**config.mk**
```make
export PLATFORM = sky130hd
export DESIGN_NAME = qspi_flash_reader
export DESIGN_NICKNAME = d
export VERILOG_FILES = /design/src/rtl/qspi_pkg.sv /design/src/rtl/qspi_shifter.sv /design/src/rtl/qspi_flash_reader.sv
export SDC_FILE = /design/constraint.sdc
export NUM_CORES = 1
export LEC_CHECK = 0
export CORE_MARGIN = 8
export CORE_UTILIZATION = 35
export DETAILED_ROUTE_END_ITERATION = 16
export GPL_TIMING_DRIVEN = 0
export MAX_ROUTING_LAYER = met4
export PLACE_DENSITY = 0.57
export SYNTH_ARGS = -nofsm -noshare
export SYNTH_HDL_FRONTEND = slang
export SYNTH_SLANG_ARGS = --single-unit
```
**constraint.sdc**
```tcl
create_clock -name HCLK -period 3 [get_ports HCLK]
set_input_delay 0.6 -clock HCLK [delete_from_list [all_inputs] [get_ports HCLK]]
set_output_delay 0.6 -clock HCLK [all_outputs]
set_load 0.01 [all_outputs]
```
**src/rtl/qspi_pkg.sv**
```systemverilog
// Shared constants and helpers for the quad-SPI flash read controller:
// FSM state encoding, flash opcodes and per-phase sclk counts.
package qspi_pkg;

  typedef logic [2:0] state_t;

  localparam state_t ST_IDLE  = 3'd0;
  localparam state_t ST_CMD   = 3'd1;
  localparam state_t ST_ADDR  = 3'd2;
  localparam state_t ST_MODE  = 3'd3;
  localparam state_t ST_DUMMY = 3'd4;
  localparam state_t ST_DATA  = 3'd5;
  localparam state_t ST_RESP  = 3'd6;
  localparam state_t ST_CSH   = 3'd7;

  localparam logic [7:0] CMD_QIOR  = 8'hEB;
  localparam logic [7:0] MODE_BYTE = 8'h00;

  localparam int CMD_SCLKS  = 8;
  localparam int ADDR_SCLKS = 6;
  localparam int MODE_SCLKS = 2;
  localparam int DATA_SCLKS = 8;
  localparam int CSH_CYCLES = 2;

  // Index of the final sclk of a pad phase; the per-phase counter runs 0..last.
  function automatic logic [3:0] phase_last(input state_t st, input logic [3:0] dummy);
    case (st)
      ST_CMD:   return 4'(CMD_SCLKS - 1);
      ST_ADDR:  return 4'(ADDR_SCLKS - 1);
      ST_MODE:  return 4'(MODE_SCLKS - 1);
      ST_DUMMY: return dummy - 4'd1;
      ST_DATA:  return 4'(DATA_SCLKS - 1);
      default:  return 4'd0;
    endcase
  endfunction

  function automatic state_t next_phase(input state_t st);
    case (st)
      ST_CMD:   return ST_ADDR;
      ST_ADDR:  return ST_MODE;
      ST_MODE:  return ST_DUMMY;
      ST_DUMMY: return ST_DATA;
      ST_DATA:  return ST_RESP;
      default:  return ST_IDLE;
    endcase
  endfunction

  // Flash returns bytes in address order; the bus word is little-endian.
  function automatic logic [31:0] byte_swap(input logic [31:0] w);
    return {w[7:0], w[15:8], w[23:16], w[31:24]};
  endfunction

endpackage

```
**src/rtl/qspi_shifter.sv**
```systemverilog
// 32-bit shift register shared by the output phases (1- or 4-bit wide,
// MSB first) and the quad data input phase.
module qspi_shifter (
  input  logic        clk,
  input  logic        rst,
  input  logic        load,
  input  logic [31:0] load_val,
  input  logic        shift,
  input  logic        wide,
  input  logic [3:0]  din,
  output logic [31:0] q
);

  // NOTE: sequential state is assigned with <= so every register samples
  // the pre-edge values of its neighbours.
  always_ff @(posedge clk or posedge rst) begin
    if (rst) begin
      q <= '0;
    end else if (load) begin
      q <= load_val;
    end else if (shift) begin
      q <= wide ? {q[27:0], din} : {q[30:0], din[0]};
    end
  end

endmodule

```
**src/rtl/qspi_flash_reader.sv**
```systemverilog
// Quad I/O Fast Read (0xEB) sequencer: one 32-bit word per request, pads
// fully registered, sclk at HCLK/2.
module qspi_flash_reader
  import qspi_pkg::*;
#(
  parameter int ADDR_W       = 24,
  parameter int DUMMY_CYCLES = 4
) (
  input  logic              HCLK,
  input  logic              HRESET,
  input  logic              req_valid,
  output logic              req_ready,
  input  logic [ADDR_W-1:0] req_addr,
  output logic              rsp_valid,
  input  logic              rsp_ready,
  output logic [31:0]       rsp_data,
  input  logic [3:0]        fdi,
  output logic [3:0]        fdo,
  output logic [3:0]        fdoe,
  output logic              fsclk,
  output logic              fcen
);

  localparam logic [3:0] DUMMY_N = 4'(DUMMY_CYCLES);

  state_t      state;
  logic        ph;        // 1: the next edge ends an sclk high half
  logic [3:0]  cnt;
  logic [31:0] sr;

  logic        hs;
  logic        active;
  logic        edge_hi;
  logic        last;
  state_t      nxt_phase;
  logic [3:0]  cnt_nxt;
  logic [23:0] addr_ext;
  logic        addr_lsb_unused;
  logic        sh_shift;
  logic        sh_wide;
  logic [3:0]  sh_din;
  logic [3:0]  pad_do;
  logic [3:0]  pad_oe;

  assign hs      = req_valid && req_ready;
  assign active  = (state >= ST_CMD) && (state <= ST_DATA);
  assign edge_hi = active && ph;
  assign last    = (cnt == phase_last(state, DUMMY_N));
  assign nxt_phase = last ? next_phase(state) : state;
  assign cnt_nxt   = last ? 4'd0 : cnt + 4'd1;

  assign addr_lsb_unused = ^req_addr[1:0];

  always_comb begin
    addr_ext = '0;
    addr_ext[ADDR_W-1:2] = req_addr[ADDR_W-1:2];
  end

  // Output phases shift as each new low half starts; DATA shifts in fdi
  // on the edge that ends each high half.
  assign sh_shift = edge_hi && ((state == ST_DATA) || (nxt_phase == ST_CMD) ||
                                (nxt_phase == ST_ADDR));
  assign sh_wide  = (nxt_phase != ST_CMD);
  assign sh_din   = (state == ST_DATA) ? fdi : 4'h0;

  qspi_shifter u_shifter (
    .clk      (HCLK),
    .rst      (HRESET),
    .load     (hs),
    .load_val ({CMD_QIOR, addr_ext}),
    .shift    (sh_shift),
    .wide     (sh_wide),
    .din      (sh_din),
    .q        (sr)
  );

  always_comb begin
    // NOTE: defaults first so no path through the case leaves a signal
    // unassigned and infers a latch.
    pad_do = 4'h0;
    pad_oe = 4'h0;
    case (nxt_phase)
      ST_CMD: begin
        pad_do = {3'b000, sr[31]};
        pad_oe = 4'b0001;
      end
      ST_ADDR: begin
        pad_do = sr[31:28];
        pad_oe = 4'b1111;
      end
      ST_MODE: begin
        pad_do = cnt_nxt[0] ? MODE_BYTE[3:0] : MODE_BYTE[7:4];
        pad_oe = 4'b1111;
      end
      default: ;
    endcase
  end

  always_ff @(posedge HCLK or posedge HRESET) begin
    if (HRESET) begin
      state     <= ST_IDLE;
      ph        <= 1'b0;
      cnt       <= 4'd0;
      req_ready <= 1'b0;
      rsp_valid <= 1'b0;
      rsp_data  <= 32'h0;
      fdo       <= 4'h0;
      fdoe      <= 4'h0;
      fsclk     <= 1'b0;
      fcen      <= 1'b1;
    end else begin
      case (state)
        ST_IDLE: begin
          if (hs) begin
            // The handshake cycle acts as a virtual high half, so the first
            // real low half starts one edge later; cnt wraps F->0 there.
            state     <= ST_CMD;
            ph        <= 1'b1;
            cnt       <= 4'hF;
            req_ready <= 1'b0;
          end else begin
            req_ready <= 1'b1;
          end
        end
        ST_RESP: begin
          if (rsp_ready) begin
            rsp_valid <= 1'b0;
            state     <= ST_CSH;
            cnt       <= 4'd0;
          end
        end
        ST_CSH: begin
          if (cnt == 4'(CSH_CYCLES - 1)) begin
            state     <= ST_IDLE;
            req_ready <= 1'b1;
          end else begin
            cnt <= cnt + 4'd1;
          end
        end
        default: begin
          if (!ph) begin
            fsclk <= 1'b1;
            ph    <= 1'b1;
          end else begin
            fsclk <= 1'b0;
            ph    <= 1'b0;
            cnt   <= cnt_nxt;
            state <= nxt_phase;
            if (nxt_phase == ST_RESP) begin
              fcen      <= 1'b1;
              fdo       <= 4'h0;
              fdoe      <= 4'h0;
              rsp_valid <= 1'b1;
              rsp_data  <= byte_swap({sr[27:0], fdi});
            end else begin
              fcen <= 1'b0;
              fdo  <= pad_do;
              fdoe <= pad_oe;
            end
          end
        end
      endcase
    end
  end

endmodule

```
==> flow_summary.toml <==
[layout]
antenna_cells = 0
drive_gt1_share_pct = 15.5
layout.nets = 565
seq_area_mm2 = 0.00205
fin_util_pct = 45.6
multi_input_area_mm2 = 0.00215
area_growth_pct = 28.5
fillers = 1229
final-instance-count-excl-fill = 707
design_area_mm2 = 0.00569

[die]
core_mm2 = 0.0125
initial_core_util_pct = 35.5
row_count = 41
die_w_um = 128
die_h_um = 128
io_pins = 76
die_area_mm2 = 0.0165

[worst_setup_path]
rr_startpoint = "cnt[1]"
worstSetupPathType = "register to register"
r2r_slack_ns = 0.34
cp_data_arrival_time_ns = 2.85
critPathRequiredTime_ns = 3.19
regToRegEndpoint = "cnt[2]"
r2r_cells = 8
critPathMaxFanout = 10
critPathLaunchType = "register"
cp-end-kind = "register"

[sta]
rsz0062_at_grt = "false"
max_freq_mhz = 376
finalHoldViolations = 0
skew_ns = 0.00837
setup_violations = 0
tightest_slew_ns = 0.819
tns_ns = 0
period_share_pct = 88.7
relSlewSlack_pct = 45.2
min_period_ns = 2.66
slew_viol_final = 0

[synth]
synth_top_area_share_pct = 45.8
async_reset_ff_share_pct = 100
yosysWarnings = 0
syn_area_per_cell_um2 = 9.93
synth_area_mm2 = 0.00443
synth_top_cells_by_area = "dfrtp_1 46%, mux2_4 9.5%, nor2_1 6.3%"
synth.yosys.seq_area_share_pct = 46.4
synth_most_common_cell = "dfrtp_1"
synth_cell_type_count = 56
synth_top_area_cell = "dfrtp_1"
synth_commonest_cells = "81 x dfrtp_1, 74 x nor2_1, 45 x nand2_1"
synth_ff_type = "dfrtp_1"
ys_seq_elements = 82
synth-edff-count = 0
syn_nets = 480
syn_inst = 446

[global_routing]
grt_max_degree = 69
grt-ovfl-total = 0
grt_pass1_wl_mm = 20.6
grt_pass1_vias = 3739
grt_usage_pct = 16.4
antenna_found_initial = 0

[clock_tree]
clkTransAtPathRegs_ns = 0.06
htreeDepth = 3
ctsHoldBuffers = 0
numCtsBuffers = 9
ctsLongestPathBuffers = 2
cts_resized = 0
cts_sinks = 82
clk_latency_ns = 0.35
cts_tree = "done"
root_buffer = "clkbuf_16"
cts_setup_buffers = 0

[hold_path]
min_to = "fcen"
hold_path_depth = 2
worstHoldStart = "fcen"
worstHoldPathType = "register to register"

[drt]
vias_per_cell = 5.17
drt-total-wl_mm = 12.4
first_pass_iters = 4
wl_per_cell_um = 17.6
drc = 0
drt_iter0_markers = 320
antenna_left = 0
dr_total_vias = 3658

[power_and_ir_drop]
ir_worst_vdd_mv = 0.248
p_per_area_mw_per_mm2 = 912
p_leak_nw = 2.40
power_w = 0.00519

[place]
portBuffers = 73
dp.cells = 692
gp_congestion = 0.874
hpwl_mm = 9.11
placed_area_mm2 = 0.00541

[job]
cap_viol_max_count = 0

[run_status]
status = "complete, no violations"
## worst max-delay path by stage
| stage | startpoint | to | slack [ns] |
|---|---|---|---|
| finish | cnt[1] | cnt[2] | 0.34 |
| global route | cnt[1] | cnt[2] | 0.07 |
| CTS | cnt[1] | cnt[2] | 0.37 |
| detailed placement | req_valid | u_shifter.q[7] | 0.02 |
| global placement | HRESET | cnt[2] | -1.15 |
| floorplan | HRESET | cnt[0] | 0.29 |
## routing by layer
metal,GRT usage (%),part of all wire (%),up-vias
met5,-,0,-
met4,6.84,1.7,0
met2,24.7,46,104
met1,21.7,47,1794
met3,2.52,5.4,12
li1,-,-,1748
## state kept, by name, summed over array words and instances (netlist names)
| signal | count |
|---|---|
| rsp_data | 32 |
| u_shifter.q | 32 |
| cnt | 4 |
| fdo | 4 |
| state | 3 |
| fdoe | 2 |
| fcen | 1 |
| fsclk | 1 |
| ph | 1 |
| req_ready | 1 |
| rsp_valid | 1 |
## where the power goes
group          internal (W)  leakage (nW)  total [W]  switching, W
logic               0.00106          1.34    0.00231       0.00125
clock network      0.000639         0.138    0.00109      0.000456
registers           0.00146         0.921    0.00179      0.000324
total               0.00316          2.40    0.00519       0.00203
## critical path, cell delays in order (launching register included)
cell	delay [ns]
dfrtp_1	0.47
clkbuf_1	0.42
inv_1	0.16
ha_1	0.26
nor4bb_1	0.16
o32ai_1	0.68
nand2b_1	0.14
a21oi_1	0.17
a21oi_1	0.05
## final cells by class
| cell class | instances | share of cell area, % |
|---|---|---|
| buffer | 38 | 3.45 |
| clock buffer | 10 | 4.02 |
| clock inverter | 5 | 0.989 |
| inverter | 8 | 0.572 |
| multi-input combinational | 318 | 37.8 |
| sequential | 82 | 36.1 |
| tap | 172 | 3.78 |
| timing repair buffer | 74 | 13.3 |
## layout by cell type (no fill, tap or decap), drive strengths merged, types with 2 or more instances in the layout
cell type	count
and3	2
mux2	39
o21a	2
a221oi	4
a31oi	22
nand4	2
inv	8
o21ai	13
nor2	74
clkinv	3
or3	20
nor3	3
a21o	3
nor2b	4
nand4bb	3
a21bo	2
a22o	3
nand2	45
mux2i	8
a21oi	17
nand2b	5
clkbuf	29
o211ai	3
buf	20
ha	2
nor3b	2
and2	7
a211oi	6
dfrtp	81
clkdlybuf4s50	73
nand3	5
## kinds of logic (layout without fill, tap and decap cells)
family / after synthesis / after routing / synth area share [%]
compound gates: 90 / 90 / 14.4
xor+xnor: 1 / 1 / 0.198
fa+ha+maj: 2 / 2 / 0.565
buf+inv: 46 / 135 / 5.11
flops: 82 / 82 / 46.4
mux: 47 / 47 / 14.1
simple gates: 178 / 178 / 19.3
## metrics by stage
stage	hold WS (ns)	setup slack, ns
final	0.460	0.338
after global routing	0.479	0.0703
after CTS	0.462	0.366
after detailed placement	0.453	0.0152
after global placement	0.447	-1.15
after floorplan	0.465	0.293
Power figures use the tool's default switching activity.
==> RTL change (config.mk and constraints unchanged) <==
Set the parameter `ADDR_W` to 12 (it was 24).
--- a/src/rtl/qspi_flash_reader.sv
+++ b/src/rtl/qspi_flash_reader.sv
@@ -3,7 +3,7 @@
 module qspi_flash_reader
   import qspi_pkg::*;
 #(
-  parameter int ADDR_W       = 24,
+  parameter int ADDR_W       = 12,
   parameter int DUMMY_CYCLES = 4
 ) (
   input  logic              HCLK,
Ports: changed (resized req_addr); port bits go from 76 to 64. The function was not compared with the original's and may differ.
==> RTL change against the unedited design <==
- sequential cell count stayed put
- synthesized cell count is 13% lower
- non-clock buffer count is 20 lower
- routed wire length is 16% lower
- clock power is 17% higher
- clock skew is 0.0036 ns lower
- synthesized area is 10% lower
- design area is 9.5% lower
- setup slack worse by 0.017 ns
- count of clock-buffer cells in the layout is 2 higher
- power is 5.4% lower
- critical endpoint is now u_shifter.q[13]
==> RTL change: results (changes against the unedited design) <==
Worst hold path
  • Hold Path End: fsclk
  • Hold path depth: 1 (-1)
  • Hold Crit Start: fsclk

Yosys
  • Post-synthesis compound-gate area fraction: 17.7% (+3.3 points)
  • Mapped Nets: 408 (-15%)
  • Synthesis warning total: 0 (unchanged)
  • Commonest cells post-synth: 81 x dfrtp_1, 54 x nand2_1, 33 x a21oi_1, 33 x mux2_2, 25 x o21ai_0
  • Syn Area/Cell: 10.3 um2 (+3.9%)
  • Mux contribution to synthesized area: 12.3% (-1.7 points)
  • Post-Synth XOR/XNOR Area: 0.220% (+0.022 points)
  • Adder-cell share of the synthesized area: 0.628% (+0.063 points)
  • Post-synthesis cell type count: 48 (-14%)
  • Largest family of logic cells by synthesized area: compound AO/OA/AOI/OAI gates
  • Synth area leaders: dfrtp_1 51%, mux2_2 9.3%, nand2_1 5.1%, a21oi_1 4.1%, o21ai_0 3.1%
  • Dominant synthesized flop cell: dfrtp_1
  • Sequential area share after synthesis: 51.6% (+5.2 points)

Global route
  • GR met2 Demand/Resource: 23.7% (-0.98 points)
  • Vias in the first global route: 3,369 (-9.9%)
  • Largest net degree at the start of global routing: 56 (-19%)
  • First-pass GRT wire length: 17.8 mm (-14%)
  • Total Routing Usage GR: 15.4% (-1.1 points)
  • Antenna violations before repair: 0 (unchanged)
  • GR Util met3: 3.17% (+0.65 points)
  • Met1 Use GR: 19.8% (-1.9 points)

Routing
  • Detail Route met2 WL: 5.09 mm (-11%)
  • Vias/cell: 5.33 (+3.0%)
  • M1 WL: 4.84 mm (-17%)
  • Initial drt markers: 171 (-47%)
  • Routed WL: 10.5 mm (-16%)
  • Routed wl met3: 438 um (-35%)

Power
  • Switching Share: 37.7% (-1.5 points)
  • LEAKAGE: 2.22 nW (-7.6%)
  • Power share of the clock group: 25.9% (+4.8 points)
  • Flop pwr share: 34.3% (about the same)
  • Clock network power: 0.00127 W (+17%)
  • Peak supply drop: 0.000319 V (+28%)

Run status
  • Outcome: finished clean

Final layout
  • Final Non-Filler Cells: 607 (-14%)
  • ANT cells: 0 (unchanged)
  • Share of layout cells above drive strength 1: 16.2% (+0.65 points)
  • Fill count: 1,091 (-11%)
  • Final nets: 481 (-15%)

Critical path
  • Flop2flop setup slack: 0.32 ns (-0.02 ns)
  • Crit path kind: reg2reg
  • WP data arrival: 2.94 ns (+0.09 ns)
  • Critical Path Max Stage Delay: 0.54 ns (-0.14 ns)
  • FF-to-FF Start: state[1]
  • Slowest-stage cell, CP: nor3b_2

Placement
  • Final Wtd Congestion: 0.870 (-0.40%)
  • Post-Place Worst Slack: 0.259 ns (+0.244 ns)
  • Dpl hpwl: 7.57 mm (-17%)
  • Placed cells: 591 (-15%)
  • IO Port Bufs: 61 (-16%)
  • Post-DP Area: 4800 um2 (-11%)

STA
  • Worst Tran Pin Value: 0.622 ns (-0.197 ns)
  • Final Skew: 0.00479 ns (-0.00358 ns)
  • Minimum hold slack: 0.494 ns (+0.0336 ns)

Clocking
  • CTS Buffer Depth: 2 (unchanged)
  • CTS-repair resized insts: 0 (unchanged)
## RTL change: cell count changes after synthesis, moves of 5 or more
cell / change
nor2_1: -56
mux2_4: -28
mux2_2: +22
or3_1: -19
a21oi_1: +16
a31oi_1: -14
o21ai_0: +12
nand2_1: +9
clkbuf_1: -8
nand3_1: +7
nor3_1: +6
o211ai_1: +5
## RTL change: final cells by class
class / count / area (um2) / share of cell area (%)
flip-flops and latches: 82 / 2050 / 39.8
multi-input cells: 267 / 1750 / 33.9
repair buffers: 62 / 638 / 12.4
clock buffers: 12 / 246 / 4.78
well taps: 143 / 179 / 3.47
plain buffers: 30 / 160 / 3.11
clock inverters: 4 / 98.8 / 1.92
inverters: 7 / 28.8 / 0.559
## RTL change: critical path: cells and delay by family (launching register included)
family	cells	cell delay [ns]
compound gates	4	0.93
simple gates	2	0.72
buf+inv	2	0.53
flops	1	0.40
